### src/rtl/lsu_queue.sv
// lsu_queue: in-order load/store request queue with a single-outstanding bus engine.
//
// Requests are accepted into a DEPTH-entry FIFO and executed one at a time.
// Byte accesses use one beat on the lane selected by the low address bits.
// Word accesses that are not lane-aligned are split into two beats, and the
// data is rotated to match. Read lanes are merged back into a right-aligned
// result and returned with the request tag on a one-cycle writeback pulse.
//
// Ports
//   clk, a_rst          clock, asynchronous active-low reset
//   rq_*                request offer (start/addr/data/width/cmd/tag), rq_ack accept
//   full, empty         queue status
//   mem_rdy             beat completes this cycle; mem_data_in valid with it
//   mem_addr/data/be    beat address (lane-aligned), lane-positioned data, lane enables
//   mem_cmd             1 = write
//   mem_bus_assert      a beat is in progress
//   wb_valid/data/tag   read writeback

module lsu_queue #(
    parameter int unsigned AW    = 16,
    parameter int unsigned DW    = 16,
    parameter int unsigned DEPTH = 4,
    parameter int unsigned TW    = 1
) (
    input  logic              clk,
    input  logic              a_rst,
    input  logic              rq_start,
    input  logic [AW-1:0]     rq_addr,
    input  logic [DW-1:0]     rq_data,
    input  logic              rq_width,
    input  logic              rq_cmd,
    input  logic [TW-1:0]     rq_tag,
    output logic              rq_ack,
    output logic              full,
    output logic              empty,
    input  logic              mem_rdy,
    input  logic [DW-1:0]     mem_data_in,
    output logic [AW-1:0]     mem_addr,
    output logic [DW-1:0]     mem_data,
    output logic              mem_cmd,
    output logic [DW/8-1:0]   mem_be,
    output logic              mem_bus_assert,
    output logic              wb_valid,
    output logic [DW-1:0]     wb_data,
    output logic [TW-1:0]     wb_tag
);

    localparam int unsigned BE = DW / 8;
    localparam int unsigned OW = $clog2(BE);
    localparam int unsigned PW = $clog2(DEPTH);
    localparam int unsigned CW = PW + 1;

    localparam logic [BE-1:0] BE_ALL = {BE{1'b1}};
    localparam logic [BE-1:0] BE_ONE = {{(BE-1){1'b0}}, 1'b1};

    typedef enum logic [1:0] {StIdle, StBeat0, StBeat1, StWb} state_e;

    // Lane j receives source lane (j - n) mod BE.
    function automatic logic [DW-1:0] rot_up(input logic [DW-1:0] d, input logic [OW-1:0] n);
        logic [DW-1:0] r;
        logic [OW-1:0] src;
        r = '0;
        for (int j = 0; j < int'(BE); j++) begin
            src = OW'(j) - n;
            r[j*8 +: 8] = d[int'(src)*8 +: 8];
        end
        return r;
    endfunction

    // Lane j receives source lane (j + n) mod BE.
    function automatic logic [DW-1:0] rot_dn(input logic [DW-1:0] d, input logic [OW-1:0] n);
        logic [DW-1:0] r;
        logic [OW-1:0] src;
        r = '0;
        for (int j = 0; j < int'(BE); j++) begin
            src = OW'(j) + n;
            r[j*8 +: 8] = d[int'(src)*8 +: 8];
        end
        return r;
    endfunction

    function automatic logic [DW-1:0] lane_mask(input logic [BE-1:0] be);
        logic [DW-1:0] m;
        m = '0;
        for (int j = 0; j < int'(BE); j++) begin
            m[j*8 +: 8] = {8{be[j]}};
        end
        return m;
    endfunction

    // Queue storage
    logic [AW-1:0] q_addr_q  [DEPTH];
    logic [DW-1:0] q_data_q  [DEPTH];
    logic          q_width_q [DEPTH];
    logic          q_cmd_q   [DEPTH];
    logic [TW-1:0] q_tag_q   [DEPTH];

    logic [PW-1:0] wr_ptr_q, wr_ptr_d, rd_ptr_q, rd_ptr_d;
    logic [CW-1:0] count_q, count_d;

    state_e        state_q, state_d;
    logic          cur_split_q, cur_split_d;
    logic          cur_cmd_q, cur_cmd_d;
    logic          cur_width_q, cur_width_d;
    logic [OW-1:0] cur_off_q, cur_off_d;
    logic [TW-1:0] cur_tag_q, cur_tag_d;
    logic [DW-1:0] rd_buf_q, rd_buf_d;

    logic [AW-1:0] mem_addr_q, mem_addr_d;
    logic [DW-1:0] mem_data_q, mem_data_d;
    logic [BE-1:0] mem_be_q, mem_be_d;
    logic          mem_cmd_q, mem_cmd_d;
    logic          bus_q, bus_d;
    logic          wb_valid_q, wb_valid_d;
    logic [DW-1:0] wb_data_q, wb_data_d;
    logic [TW-1:0] wb_tag_q, wb_tag_d;

    logic          idle, enq, deq, start_rq, beat_done;
    logic [AW-1:0] src_addr;
    logic [DW-1:0] src_data;
    logic          src_width, src_cmd;
    logic [TW-1:0] src_tag;
    logic [OW-1:0] src_off;
    logic [AW-1:0] src_base;
    logic [BE-1:0] src_be;
    logic [DW-1:0] src_wdata;
    logic [DW-1:0] merged, rd_res, be_mask;

    assign full   = (count_q == CW'(DEPTH));
    assign empty  = (count_q == '0);
    // Gated by reset so no accept is signalled while the block is held in reset.
    assign rq_ack = rq_start & ~full & a_rst;

    assign idle     = (state_q == StIdle);
    assign deq      = idle & ~empty;
    // With an idle engine and an empty queue the offer goes straight to the bus.
    assign enq      = rq_ack & ~(idle & empty);
    assign start_rq = idle & (~empty | rq_ack);

    // Head of queue, or the incoming request when bypassing.
    always_comb begin
        if (empty) begin
            src_addr  = rq_addr;
            src_data  = rq_data;
            src_width = rq_width;
            src_cmd   = rq_cmd;
            src_tag   = rq_tag;
        end else begin
            src_addr  = q_addr_q[rd_ptr_q];
            src_data  = q_data_q[rd_ptr_q];
            src_width = q_width_q[rd_ptr_q];
            src_cmd   = q_cmd_q[rd_ptr_q];
            src_tag   = q_tag_q[rd_ptr_q];
        end
        src_off  = src_addr[OW-1:0];
        src_base = {src_addr[AW-1:OW], {OW{1'b0}}};
        if (src_width) begin
            src_be    = BE_ALL << src_off;
            src_wdata = rot_up(src_data, src_off);
        end else begin
            src_be    = BE_ONE << src_off;
            src_wdata = rot_up({{(DW-8){1'b0}}, src_data[7:0]}, src_off);
        end
    end

    // Read lane merge and realignment to the request address.
    always_comb begin
        be_mask = lane_mask(mem_be_q);
        merged  = (rd_buf_q & ~be_mask) | (mem_data_in & be_mask);
        rd_res  = rot_dn(merged, cur_off_q);
        if (!cur_width_q) begin
            rd_res = {{(DW-8){1'b0}}, rd_res[7:0]};
        end
    end

    assign beat_done = mem_rdy & ((state_q == StBeat1) | ((state_q == StBeat0) & ~cur_split_q));

    always_comb begin
        wr_ptr_d = wr_ptr_q + PW'(enq);
        rd_ptr_d = rd_ptr_q + PW'(deq);
        count_d  = count_q + CW'(enq) - CW'(deq);
    end

    always_comb begin
        state_d     = state_q;
        cur_split_d = cur_split_q;
        cur_cmd_d   = cur_cmd_q;
        cur_width_d = cur_width_q;
        cur_off_d   = cur_off_q;
        cur_tag_d   = cur_tag_q;
        rd_buf_d    = rd_buf_q;
        mem_addr_d  = mem_addr_q;
        mem_data_d  = mem_data_q;
        mem_be_d    = mem_be_q;
        mem_cmd_d   = mem_cmd_q;
        bus_d       = bus_q;
        wb_valid_d  = 1'b0;
        wb_data_d   = wb_data_q;
        wb_tag_d    = wb_tag_q;

        unique case (state_q)
            StIdle: begin
                if (start_rq) begin
                    state_d     = StBeat0;
                    cur_split_d = src_width & (src_off != '0);
                    cur_cmd_d   = src_cmd;
                    cur_width_d = src_width;
                    cur_off_d   = src_off;
                    cur_tag_d   = src_tag;
                    rd_buf_d    = '0;
                    mem_addr_d  = src_base;
                    mem_data_d  = src_wdata;
                    mem_be_d    = src_be;
                    mem_cmd_d   = src_cmd;
                    bus_d       = 1'b1;
                end
            end
            StBeat0: begin
                if (mem_rdy) begin
                    rd_buf_d = merged;
                    if (cur_split_q) begin
                        // Second beat: next aligned word, remaining low lanes.
                        state_d    = StBeat1;
                        mem_addr_d = mem_addr_q + AW'(BE);
                        mem_be_d   = ~mem_be_q;
                    end
                end
            end
            StBeat1: begin
                if (mem_rdy) begin
                    rd_buf_d = merged;
                end
            end
            StWb: begin
                state_d = StIdle;
            end
            default: begin
                state_d = StIdle;
            end
        endcase

        if (beat_done) begin
            bus_d = 1'b0;
            if (cur_cmd_q) begin
                state_d = StIdle;
            end else begin
                state_d    = StWb;
                wb_valid_d = 1'b1;
                wb_data_d  = rd_res;
                wb_tag_d   = cur_tag_q;
            end
        end
    end

    always_ff @(posedge clk or negedge a_rst) begin
        if (!a_rst) begin
            state_q     <= StIdle;
            wr_ptr_q    <= '0;
            rd_ptr_q    <= '0;
            count_q     <= '0;
            cur_split_q <= 1'b0;
            cur_cmd_q   <= 1'b0;
            cur_width_q <= 1'b0;
            cur_off_q   <= '0;
            cur_tag_q   <= '0;
            rd_buf_q    <= '0;
            mem_addr_q  <= '0;
            mem_data_q  <= '0;
            mem_be_q    <= '0;
            mem_cmd_q   <= 1'b0;
            bus_q       <= 1'b0;
            wb_valid_q  <= 1'b0;
            wb_data_q   <= '0;
            wb_tag_q    <= '0;
        end else begin
            state_q     <= state_d;
            wr_ptr_q    <= wr_ptr_d;
            rd_ptr_q    <= rd_ptr_d;
            count_q     <= count_d;
            cur_split_q <= cur_split_d;
            cur_cmd_q   <= cur_cmd_d;
            cur_width_q <= cur_width_d;
            cur_off_q   <= cur_off_d;
            cur_tag_q   <= cur_tag_d;
            rd_buf_q    <= rd_buf_d;
            mem_addr_q  <= mem_addr_d;
            mem_data_q  <= mem_data_d;
            mem_be_q    <= mem_be_d;
            mem_cmd_q   <= mem_cmd_d;
            bus_q       <= bus_d;
            wb_valid_q  <= wb_valid_d;
            wb_data_q   <= wb_data_d;
            wb_tag_q    <= wb_tag_d;
        end
    end

    // Entry payload needs no reset; occupancy is tracked by count_q.
    always_ff @(posedge clk) begin
        if (enq) begin
            q_addr_q[wr_ptr_q]  <= rq_addr;
            q_data_q[wr_ptr_q]  <= rq_data;
            q_width_q[wr_ptr_q] <= rq_width;
            q_cmd_q[wr_ptr_q]   <= rq_cmd;
            q_tag_q[wr_ptr_q]   <= rq_tag;
        end
    end

    assign mem_addr       = mem_addr_q;
    assign mem_data       = mem_data_q;
    assign mem_be         = mem_be_q;
    assign mem_cmd        = mem_cmd_q;
    assign mem_bus_assert = bus_q;
    assign wb_valid       = wb_valid_q;
    assign wb_data        = wb_data_q;
    assign wb_tag         = wb_tag_q;

endmodule
### config.mk
export PLATFORM = sky130hd
export DESIGN_NAME = lsu_queue
export DESIGN_NICKNAME = d
export VERILOG_FILES = /design/src/rtl/lsu_queue.sv
export SDC_FILE = /design/constraint.sdc
export NUM_CORES = 1
export LEC_CHECK = 0
export BUFFER_PORTS_ARGS = -buffer_cell sky130_fd_sc_hd__buf_2
export CORE_ASPECT_RATIO = 0.75
export CORE_UTILIZATION = 25
export DETAILED_ROUTE_END_ITERATION = 10
export PLACE_DENSITY_LB_ADDON = 0.2
export SYNTH_ARGS = -nofsm -noshare
export SYNTH_HDL_FRONTEND = slang
export SYNTH_SLANG_ARGS = --single-unit
### constraint.sdc
create_clock -name clk -period 3.95 [get_ports clk]
set_input_delay 0.79 -clock clk [delete_from_list [all_inputs] [get_ports clk]]
set_output_delay 0.79 -clock clk [all_outputs]
set_load 0.03 [all_outputs]
# Yosys cells after proc, flatten, opt, wreduce, memory -nomap -nowiden
# Memory sizes are Yosys's and may differ from the RTL's.
# Index checks and enable logic that the tools add are counted.
# W data, S select, Z words.
# word_totals
latchBits,0
rom_bits,0
mem_bits_rw,140
in_bits,55
ff_bits,83
mem_count,5
# mem_list
name,depth,width,read_ports,rd_ports_with_merged_regs,write_ports,line,source
q_addr_q,4,16,1,0,1,92,logic [AW-1:0] q_addr_q [DEPTH];
q_data_q,4,16,1,0,1,93,logic [DW-1:0] q_data_q [DEPTH];
q_cmd_q,4,1,1,0,1,95,logic q_cmd_q [DEPTH];
q_tag_q,4,1,1,0,1,96,logic [TW-1:0] q_tag_q [DEPTH];
q_width_q,4,1,1,0,1,94,logic q_width_q [DEPTH];
# op_classes
n_addsub,8
order_cmp,0
shift,8
n_mux,32
n_eq_ne,11
n_mul,0
n_div,0
reduce_logical,14
n_bitwise,21
# op_table
operator,n
$mux W16,9
$shiftx A16 B5 Y8,6
$pmux W16 S2,2
$and A16 B16 Y16,2
$mux W2,9
$add A16 B2 Y16 const B,1
$not A16 Y16,1
$or A16 B16 Y16,1
$mux W1,10
$and A1 B1 Y1,9
$reduce_and A4 Y1,2
$reduce_bool A2 Y1,4
$ne A3 B3 Y1 const B,2
$pmux W2 S3,1
$reduce_and A2 Y1,3
$not A1 Y1,5
$add A2 B1 Y2,2
$eq A2 B2 Y1 const B,2
$ne A2 B1 Y1 const B,2
$ne A2 B2 Y1 const B,2
$pmux W2 S2,1
$reduce_bool A4 Y1,1
$add A3 B1 Y3,1
$eq A3 B3 Y1 const B,1
13 further kinds,15

# Logic depth before layout (Yosys ltp)
# Gate-level depths: netlist of the first run.
# logic_depth
ltp_word,9
mapped_depth,12

# Worst setup path after synthesis of the first run
# OpenSTA, ideal clock, no wires.
# synth_timing
kind,register -> register
start,reg state_q[0]
end,mem q_addr_q[1][0] (enable)
slack_ns,-0.282
n_path_buf,1
setup_ns,0.478
required_time_ns,3.472
synth_period_minus_slack_ns,4.232
arrival_time_ns,3.754
path_stages_with_launch,7
path_cell_list,dfrtp_1 > inv_1 > ha_1 > clkbuf_1 > o21ai_0 > nand3_1 > nor3b_1
# synth_between
elab_chain_cells,6
# synth_lines
item,line,source
start: declaration,101,"state_e state_q, state_d;"
start signal: assignment,257,state_q <= StIdle;
start signal: assignment,276,state_q <= state_d;
$logic_not A2 Y1,134,assign idle = (state_q == StIdle);
$and A1 B1 Y1,137,assign enq = rq_ack & ~(idle & empty);
$not A1 Y1,137,
$and A1 B1 Y1,137,
$mux W1,299,if (enq) begin
$mux W1 (not written as such),300,q_addr_q[wr_ptr_q] <= rq_addr;
end: declaration,92,
# No other way between the ends.

# Worst setup path after layout of the first run
# layout_timing
start,reg count_q[2]
end,out empty
# layout_between
elab_chain_cells,1
# layout_lines
item,line,source
start: declaration,99,"logic [CW-1:0] count_q, count_d;"
start signal: assignment,279,count_q <= count_d;
$logic_not A3 Y1,130,assign empty = (count_q == '0);
end: declaration,35,"output logic empty,"
# No other way between the ends.

==> results of run 1 <==
-- per-layer routing --
layer | part of all wire, % | vias up | wire, um
met4 | 1.4 | 4 | 365
met3 | 6.3 | 34 | 1690
met2 | 40 | 177 | 10700
li1 | - | 2958 | -
met1 | 52 | 3147 | 13900
met5 | 0.13 | - | 34
-- power groups by stage --
| stage | logic [mW] | clock network, mW | registers (mW) |
|---|---|---|---|
| 3_3_place_gp | 4.00 | 0 | 3.64 |
| 3_5_place_dp | 4.01 | 0 | 3.64 |
| 6_report | 3.95 | 2.40 | 3.58 |
| 2_1_floorplan | 2.53 | 0 | 3.82 |
| 4_1_cts | 4.01 | 2.48 | 3.60 |
| 5_1_grt | 4.39 | 2.57 | 3.67 |
-- cell usage in the layout, fill, tap and decap left out, types with 6 or more instances in the layout --
cell type / netlist / routed
edfxtp_1: 140 / 140
buf_2: 9 / 109
nand2_1: 105 / 105
dfrtp_1: 82 / 80
o21ai_0: 39 / 39
nor2_1: 37 / 36
mux4_2: 31 / 31
mux2i_1: 29 / 29
a21oi_1: 28 / 28
clkbuf_16: 0 / 27
nor3_1: 25 / 24
mux2_2: 18 / 18
buf_4: 4 / 16
and2_1: 11 / 11
nand3_1: 11 / 11
o31ai_1: 11 / 11
inv_1: 10 / 10
ha_1: 10 / 10
nand3b_1: 8 / 8
o41ai_1: 8 / 8
a22o_1: 8 / 8
or4_1: 7 / 7
o21ai_1: 7 / 7
and3_1: 7 / 6
clkinv_1: 1 / 6
a221o_1: 6 / 6
clkbuf_1: 28 / 6
-- worst paths after layout --
kind / end / slack (ns)
min reg2reg: mem_data[6] / 0.47
max: empty / 0.80
min in group clk: mem_data[6] / 0.47
max in group asynchronous: rd_ptr_q[1] / 2.59
max reg2reg: mem_addr[12] / 1.13
min: rd_buf_q[4] / 0.16
-- sequential cells by signal (all words and copies together) (netlist names), 2 cells and up --
| signal | cells |
|---|---|
| q_addr_q | 64 |
| q_data_q | 64 |
| mem_data | 16 |
| rd_buf_q | 16 |
| wb_data | 16 |
| mem_addr | 15 |
| q_cmd_q | 4 |
| q_tag_q | 4 |
| q_width_q | 4 |
| count_q | 3 |
| mem_be | 2 |
| rd_ptr_q | 2 |
| state_q | 2 |
| wr_ptr_q | 2 |
-- per-stage QoR --
stage	cells	hold WS, ns
global placement	1317	0.458
finish	1366	0.159
CTS	1365	0.143
detailed placement	1317	0.463
global route	1366	0.162
floorplan	725	0.446
-- logic make-up (layout without fill, tap and decap cells) --
family	count (synthesis)	count (layout)	share of synthesized area [%]
other	1	2	0.0381
DFF	222	222	63.5
buffers and inverters	57	185	2.67
xor gates and xnor gates	4	4	0.356
adders and majority gates	11	11	1.47
and+or+nand+nor	222	222	10.5
AOI/OAI and AO/OA	126	126	8.29
muxes	82	82	13.2
-- worst register-to-register path, stage by stage, from the launching register on --
cell      delay, ns
dfrtp_1        0.40
inv_1          0.13
ha_1           0.70
nand3_1        0.24
a32oi_2        0.24
buf_4          0.24
nand2_1        0.19
nor2_1         0.38
a221oi_1       0.14
-- final cells by class --
| class | count | share of cell area (%) |
|---|---|---|
| Sequential cell | 222 | 52.9 |
| Multi-Input combinational cell | 446 | 28.4 |
| Clock buffer | 33 | 5.90 |
| Timing Repair Buffer | 126 | 5.79 |
| Tap cell | 512 | 5.41 |
| Clock inverter | 15 | 1.27 |
| Inverter | 11 | 0.349 |
| Antenna cell | 1 | 0.0211 |
==> impl_metrics.env, run 1 <==
export IMPL_die_area_mm2=0.0402
export IMPL_total_power_mw=9.94
export IMPL_p_comb_share_pct=39.8
export IMPL_final_util_pct=30.7
export IMPL_cts_tree="done"
export IMPL_crit_start="count_q[2]"
export IMPL_nNetsFinal=899
export IMPL_core_area_mm2=0.0386
export IMPL_worst_pin_slew_ns=0.897
export IMPL_cts_buffers=26
export IMPL_drtAntennaViolNets=0
export IMPL_critPathKind="flip-flop to primary output"
export IMPL_worst_ep_required_time_ns=3.16
export IMPL_synthesis_nets=791
export IMPL_intPower_mw=5.97
export IMPL_place_gp_congestion=0.744
export IMPL_switchingPower_mw=3.97
export IMPL_rr_startpoint="state_q[1]"
export IMPL_hp_class="primary input to asynchronous set/reset pin"
export IMPL_crit_fanout=21
export IMPL_drtPass1Iterations=5
export IMPL_die_h_um=174
export IMPL_dp_worst_setup_slack_ns=1.00
export IMPL_power_frac_seq_pct=36.0
export IMPL_cts_clk_slew_worst_paths_ns=0.06
export IMPL_drtIter0Drc=502
export IMPL_netSwitchingFraction_pct=39.9
export IMPL_synthTopCellsByCount="140 x edfxtp_1, 105 x nand2_1, 82 x dfrtp_1"
export IMPL_async_flop_share_pct=36.9
export IMPL_fp_dieW_um=231
export IMPL_clkPwrFrac_pct=24.2
export IMPL_grt_pass1_wl_mm=41.1
export IMPL_worst_ep_arrival_time_ns=2.36
export IMPL_multi_input_area_mm2=0.00336
export IMPL_syn_area_mm2=0.00984
export IMPL_vias=6320
export IMPL_grt_pass1_vias=6338
export IMPL_yosys_area_top_type="edfxtp_1"
export IMPL_powerDensity_mw_per_mm2=840
export IMPL_layout_drive_gt1_share_pct=26.1
export IMPL_antenna_found_initial=4
export IMPL_globalRouteOverflowTotal=0
export IMPL_clkLatencyLatePin_ns=0.54
export IMPL_cp_start_kind="flip-flop"
export IMPL_io_buffer_count=110
export IMPL_cp_top_family="buffers and inverters"
export IMPL_worst_path_buf_inv=3
export IMPL_drt_vias_per_instance=4.63
export IMPL_cp_end_kind="primary output"
export IMPL_yosysSeqAreaShare_pct=63.5
export IMPL_hold_viol=0
export IMPL_path_cells="or3_1 > inv_1 > buf_4 > buf_2"
export IMPL_synth_edf_count=140
export IMPL_initial_core_util_pct=25.5
export IMPL_vdd_ir_drop_max_v=0.000280
export IMPL_cts_max_path_buffers=3
export IMPL_wl_per_cell_um=19.5
export IMPL_cts_sinks=222
export IMPL_synth_cell_type_count=56
export IMPL_ys_ff_latch=222
export IMPL_cp_slowest_cell="or3_1"
export IMPL_postCtsSetupRepairBufs=0
export IMPL_ys_flop_type="edfxtp_1"
export IMPL_area_delta_synth_final_pct=20.2
export IMPL_finalMaxSlewViolations=0
export IMPL_finClkSkew_ns=0.0192
export IMPL_cts_root_buf="clkbuf_16"
export IMPL_timing_final_crit_share_pct=79.8
export IMPL_rr_worst_depth=8
export IMPL_final_area_mm2=0.0118
export IMPL_yosys_warnings=0
export IMPL_leakage_nw=4.60
export IMPL_dp_hpwl_mm=17.9
export IMPL_cap_violations=0
export IMPL_htree_levels=1
export IMPL_synth_area_top_cells="edfxtp_1 43%, dfrtp_1 21%, mux4_2 7.1%, nand2_1 4.0%, mux2i_1 2.9%"
export IMPL_tns_ns=0
export IMPL_grt_util_met3_pct=3.32
export IMPL_drcViolationCount=0
export IMPL_fmax_mhz=317
export IMPL_max_slew_margin_rel_pct=40.2
export IMPL_register_area_mm2=0.00626
export IMPL_setup_ws_ns=0.798
export IMPL_nFillCells=3897
export IMPL_top_usage_layer="met1"
export IMPL_ios=112
export IMPL_yosysTopAreaCellShare_pct=42.7
export IMPL_postSynthCellCount=725
export IMPL_setup_viol=0
export IMPL_use_met1_pct=21.2
export IMPL_syn_avg_cell_area_um2=13.6
export IMPL_routed_wl_mm=26.7
export IMPL_rsz0062_at_grt="no"
export IMPL_grt_usage_pct=13.5
export IMPL_cts_hold_buf=0
export IMPL_placed_area_mm2=0.0110
export IMPL_grt_use_met2_pct=18.4
export IMPL_synth_most_common_cell="edfxtp_1"
export IMPL_fin_crit_ns=3.15
export IMPL_grt_start_max_net_pins=60
export IMPL_critical_path_max_stage_delay_ns=0.43
export IMPL_status="complete, no violations"
export IMPL_rows=62
export IMPL_path_depth=4
export IMPL_postCtsResizedCells=0
No activity file was read; power rests on OpenSTA's default activity.
==> run 2, diff against run 1 <==
clock period = 3 ns   (was 3.95 ns; I/O delays follow)
==> run 2 against run 1 <==
  * Global-route usage shrank 0.37 points
  * Clock-buffer cell count increased by 2
  * Final cell count rose by 0.81%
  * Critical path depth up 1
  * Clock skew is 0.00056 ns higher
  * Via count hardly changed
==> impl_metrics.env, run 2 (synthesis results as in run 1) <==
export IMPL_vdd_ir_drop_max_v=0.000484
export IMPL_critical_path_max_stage_delay_ns=0.55
export IMPL_grt_start_max_net_pins=48
export IMPL_drtAntennaViolNets=0
export IMPL_layout_drive_gt1_share_pct=27.1
export IMPL_cap_violations=0
export IMPL_total_power_mw=13.0
export IMPL_cp_top_family="buffers and inverters"
export IMPL_worst_ep_required_time_ns=2.40
export IMPL_final_util_pct=30.8
export IMPL_cts_clk_slew_worst_paths_ns=0.06
export IMPL_cp_start_kind="primary input"
export IMPL_hp_start="rq_tag"
export IMPL_vias=6314
export IMPL_postCtsSetupRepairBufs=0
export IMPL_r2r_setup_slack_ns=0.36
export IMPL_initial_core_util_pct=25.5
export IMPL_status="complete, no violations"
export IMPL_final_cell_mix="140 x edfxtp_1, 109 x buf_2, 105 x nand2_1"
export IMPL_htree_levels=1
export IMPL_nFillCells=3866
export IMPL_ios=112
export IMPL_drcViolationCount=0
export IMPL_leakage_nw=4.63
export IMPL_wl_per_cell_um=18.9
export IMPL_routed_wl_mm=26.1
export IMPL_hold_viol=0
export IMPL_grt_usage_pct=13.1
export IMPL_max_slew_margin_rel_pct=42.3
export IMPL_grt_pass1_wl_mm=40.0
export IMPL_crit_start="a_rst"
export IMPL_path_cells="dlygate4sd3_1 > buf_4 > nand2_1 > nor2_1 > buf_2"
export IMPL_finClkSkew_ns=0.0198
export IMPL_dp_hpwl_mm=17.7
export IMPL_nNetsFinal=909
export IMPL_reg_largest_list="q_addr_q: 64 flops, q_data_q: 64 flops"
export IMPL_worst_ep_arrival_time_ns=2.17
export IMPL_worst_pin_slew_ns=0.866
export IMPL_io_buffer_count=110
export IMPL_worst_path_buf_inv=3
export IMPL_clkLatencyLatePin_ns=0.54
export IMPL_cts_tree="done"
export IMPL_globalRouteOverflowTotal=0
export IMPL_final_common_cell="edfxtp_1"
export IMPL_postCtsResizedCells=0
export IMPL_fmax_mhz=361
export IMPL_cts_buffers=24
export IMPL_rsz0062_at_grt="no"
export IMPL_fin_cells=1377
export IMPL_crit_fanout=20
export IMPL_area_delta_synth_final_pct=20.7
export IMPL_fin_crit_ns=2.77
export IMPL_cts_root_buf="clkbuf_16"
export IMPL_fp_dieW_um=231
export IMPL_hp_class="primary input to flip-flop"
export IMPL_die_area_mm2=0.0402
export IMPL_die_h_um=174
export IMPL_drtPass1Iterations=4
export IMPL_powerDensity_mw_per_mm2=1100
export IMPL_grt_pass1_vias=6234
export IMPL_cts_max_path_buffers=3
export IMPL_core_area_mm2=0.0386
export IMPL_rows=62
export IMPL_setup_viol=0
export IMPL_drt_vias_per_instance=4.59
export IMPL_drtIter0Drc=395
export IMPL_place_gp_congestion=0.783
export IMPL_cp_end_kind="primary output"
export IMPL_finalMaxSlewViolations=0
export IMPL_cp_slowest_cell="dlygate4sd3_1"
export IMPL_timing_final_crit_share_pct=92.5
export IMPL_critPathKind="primary input to primary output"
export IMPL_dp_cells=1328
export IMPL_rr_startpoint="state_q[0]"
export IMPL_cts_sinks=222
export IMPL_antenna_found_initial=2
==> run 2: per-stage QoR <==
step / worst slack, ns / setup TNS (ns) / instance area, um2 / hold slack, ns
2_1_floorplan: -0.0215 / -0.752 / 9860 / 0.304
3_3_place_gp: 0.456 / 0 / 11100 / 0.458
3_5_place_dp: 0.377 / 0 / 11100 / 0.467
4_1_cts: 0.235 / 0 / 11900 / 0.270
5_1_grt: 0.149 / 0 / 11900 / 0.292
6_report: 0.226 / 0 / 11900 / 0.298
==> run 2: final timing paths <==
check	end	cells after the start
max	rq_ack	5
min	q_tag_q[0]	1
max reg2reg	count_q[2]	11
min reg2reg	wb_data[3]	2
max in group asynchronous	rd_ptr_q[1]	3
min in group asynchronous	mem_data[3]	2
==> run 2: worst reg2reg max path, stage by stage, from the launching register on <==
cell and delay [ns]:
dfrtp_1 0.41, inv_1 0.09, ha_1 0.30, o21ai_0 0.19, nand3_1 0.27, ha_1 0.37, inv_1 0.06, ha_1 0.14
inv_1 0.05, fa_1 0.37, xnor2_1 0.15, xnor2_1 0.12
==> run 2: layer usage <==
| metal | GRT usage [%] | part of all wire (%) |
|---|---|---|
| met4 | 2.76 | 1.9 |
| met1 | 21.2 | 54 |
| met5 | 1.20 | 0 |
| met2 | 17.6 | 40 |
| met3 | 2.48 | 4.6 |
==> run 2: cell type report <==
| cell class | count | area [um2] | share of cell area [%] |
|---|---|---|---|
| timing repair buffer | 138 | 766 | 6.44 |
| inverter | 11 | 41.3 | 0.347 |
| clock inverter | 9 | 130 | 1.09 |
| antenna | 4 | 10.0 | 0.0842 |
| multi-input combinational | 446 | 3360 | 28.2 |
| tap | 512 | 641 | 5.39 |
| sequential | 222 | 6260 | 52.7 |
| clock buffer | 35 | 682 | 5.74 |
==> run 2: power breakdown <==
| part | internal [mW] | leakage, nW | total [mW] | switching (mW) |
|---|---|---|---|---|
| Combinational | 2.04 | 1.94 | 5.35 | 3.31 |
| Sequential | 3.99 | 2.30 | 4.62 | 0.630 |
| Clock | 1.84 | 0.399 | 3.06 | 1.23 |
==> run 2: what timing repair did <==
action | 4_1_cts | 5_1_grt
hold buffers | 1 | 0
endpoints found under the hold margin | 16 | 0
endpoints found under the setup margin | 0 | 0
==> run 3, diff against run 2 <==
CORE_MARGIN = 2   (was default)
==> run 3 against run 2 <==
  * Power grew 3.0%
  * Critical endpoint is now empty
  * Clock skew increased by 0.011 ns
  * Final area up 1.0%
  * Combinational power rose by 1%
  * Global-route usage grew 0.22 points
  * First-iteration DRC count up 34%
  * Largest cell class unchanged
  * Clock-buffer cell count up 1
  * Sequential cell count unchanged
  * Fmax is 3.5% higher
  * Hold slack lost 0.25 ns
==> impl_metrics.env, run 3 (synthesis results as in run 1) <==
export IMPL_status="complete, no violations"
export IMPL_multi_input_area_mm2=0.00336
export IMPL_setup_viol=0
export IMPL_drtPass1Iterations=5
export IMPL_cts_hold_buf=0
export IMPL_hold_viol=0
export IMPL_initial_core_util_pct=25.5
export IMPL_final_common_cell="edfxtp_1"
export IMPL_dp_worst_setup_slack_ns=0.529
export IMPL_p_comb_share_pct=40.4
export IMPL_fp_dieW_um=233
export IMPL_finalMaxSlewViolations=0
export IMPL_rows=62
export IMPL_ios=112
export IMPL_vdd_ir_drop_max_v=0.000466
export IMPL_cts_root_buf="clkbuf_16"
export IMPL_vias=6391
export IMPL_dp_hpwl_mm=18.0
export IMPL_drt_vias_per_instance=4.65
export IMPL_intPower_mw=8.11
export IMPL_power_frac_seq_pct=34.6
export IMPL_worst_ep_arrival_time_ns=2.08
export IMPL_crit_fanout=11
export IMPL_fmax_mhz=373
export IMPL_drcViolationCount=0
export IMPL_rsz0062_at_grt="no"
export IMPL_area_delta_synth_final_pct=22.0
export IMPL_netSwitchingFraction_pct=39.6
export IMPL_cts_sinks=222
export IMPL_rr_startpoint="state_q[0]"
export IMPL_io_buffer_count=110
export IMPL_cap_violations=0
export IMPL_postCtsSetupRepairBufs=0
export IMPL_leakage_nw=4.67
export IMPL_antenna_found_initial=2
export IMPL_routed_wl_mm=27.2
export IMPL_grt_pass1_vias=6286
export IMPL_drtAntennaViolNets=0
export IMPL_wl_per_cell_um=19.8
export IMPL_cts_buffers=26
export IMPL_worst_pin_slew_ns=0.905
export IMPL_powerDensity_mw_per_mm2=1120
export IMPL_switchingPower_mw=5.32
export IMPL_layout_drive_gt1_share_pct=27.4
export IMPL_register_area_mm2=0.00626
export IMPL_clkPwrFrac_pct=25.0
export IMPL_clkLatencyLatePin_ns=0.55
export IMPL_worst_ep_required_time_ns=2.40
export IMPL_nNetsFinal=906
export IMPL_postCtsResizedCells=0
export IMPL_cp_end_kind="primary output"
export IMPL_cts_clk_slew_worst_paths_ns=0.06
export IMPL_max_slew_margin_rel_pct=39.6
export IMPL_finClkSkew_ns=0.0304
export IMPL_cts_max_path_buffers=3
export IMPL_critPathKind="flip-flop to primary output"
export IMPL_final_cell_mix="140 x edfxtp_1, 109 x buf_2, 105 x nand2_1"
export IMPL_hp_class="primary input to asynchronous set/reset pin"
export IMPL_final_util_pct=31.1
export IMPL_drtIter0Drc=529
export IMPL_placed_area_mm2=0.0111
export IMPL_setup_ws_ns=0.321
export IMPL_fin_crit_ns=2.68
export IMPL_core_area_mm2=0.0386
export IMPL_grt_usage_pct=13.4
export IMPL_cts_tree="done"
export IMPL_die_area_mm2=0.0410
export IMPL_fin_cells=1373
export IMPL_grt_start_max_net_pins=46
export IMPL_globalRouteOverflowTotal=0
export IMPL_timing_final_crit_share_pct=89.3
export IMPL_nFillCells=3872
export IMPL_crit_start="count_q[1]"
export IMPL_die_h_um=176
export IMPL_cp_start_kind="flip-flop"
export IMPL_final_area_mm2=0.0120
export IMPL_grt_pass1_wl_mm=41.2
export IMPL_dp_cells=1324
export IMPL_htree_levels=1
export IMPL_place_gp_congestion=0.730
export IMPL_reg_largest_list="q_addr_q: 64 flops, q_data_q: 64 flops"
run 3: changes by cell type in the layout (fill, tap and decap cells not counted), sizes merged:
cell         delta
clkinvlp        +2
inv             +2
clkinv          -1
dlygate4sd3     -1
buf             -4
diode           -3
clkbuf          +1
run 3: final timing paths:
| path | endpoint | slack (ns) | depth (start not counted) |
|---|---|---|---|
| max | empty | 0.32 | 4 |
| min | cur_tag_q | 0.05 | 2 |
| max reg2reg | count_q[2] | 0.56 | 11 |
| min reg2reg | wb_data[0] | 0.47 | 2 |
| max in group asynchronous | state_q[1] | 2.39 | 2 |
| min in group clk | q_cmd_q[1] | 0.31 | 1 |
run 3: metrics by stage:
| stage | setup TNS, ns | hold slack (ns) | power (mW) |
|---|---|---|---|
| finish | 0 | 0.0478 | 13.4 |
| global route | 0 | 0.0511 | 14.3 |
| detailed placement | 0 | 0.467 | 10.2 |
| CTS | 0 | 0.0420 | 13.6 |
| global placement | 0 | 0.459 | 10.2 |
| floorplan | -0.752 | 0.304 | 8.37 |
run 3: routing by layer:
metal | track usage, % | part of all wire, % | up-vias
li1 | - | - | 2964
met1 | 21.5 | 53 | 3204
met5 | 0 | 0.052 | -
met3 | 2.79 | 5.8 | 43
met4 | 2.60 | 1.7 | 2
met2 | 18.1 | 39 | 178
run 3: power by group through the flow:
stage	logic (mW)	clock network, mW	registers, mW
floorplan	3.33	0	5.03
global placement	5.48	0	4.70
detailed placement	5.47	0	4.71
CTS	5.49	3.45	4.66
global route	5.97	3.57	4.77
finish	5.42	3.35	4.65
run 3: area by class of cell:
| class | count | share of cell area (%) |
|---|---|---|
| sequential | 222 | 52.1 |
| multi-input combinational | 446 | 28.0 |
| timing repair buffer | 133 | 6.57 |
| clock buffer | 36 | 6.42 |
| tap | 512 | 5.34 |
| clock inverter | 12 | 1.23 |
| inverter | 11 | 0.344 |
| antenna | 1 | 0.0208 |
run 3: worst max-delay path, stage by stage (launching register included):
cell and delay (ns):
dfrtp_1 0.43, or3_1 0.41, inv_1 0.18, buf_4 0.27, buf_2 0.24
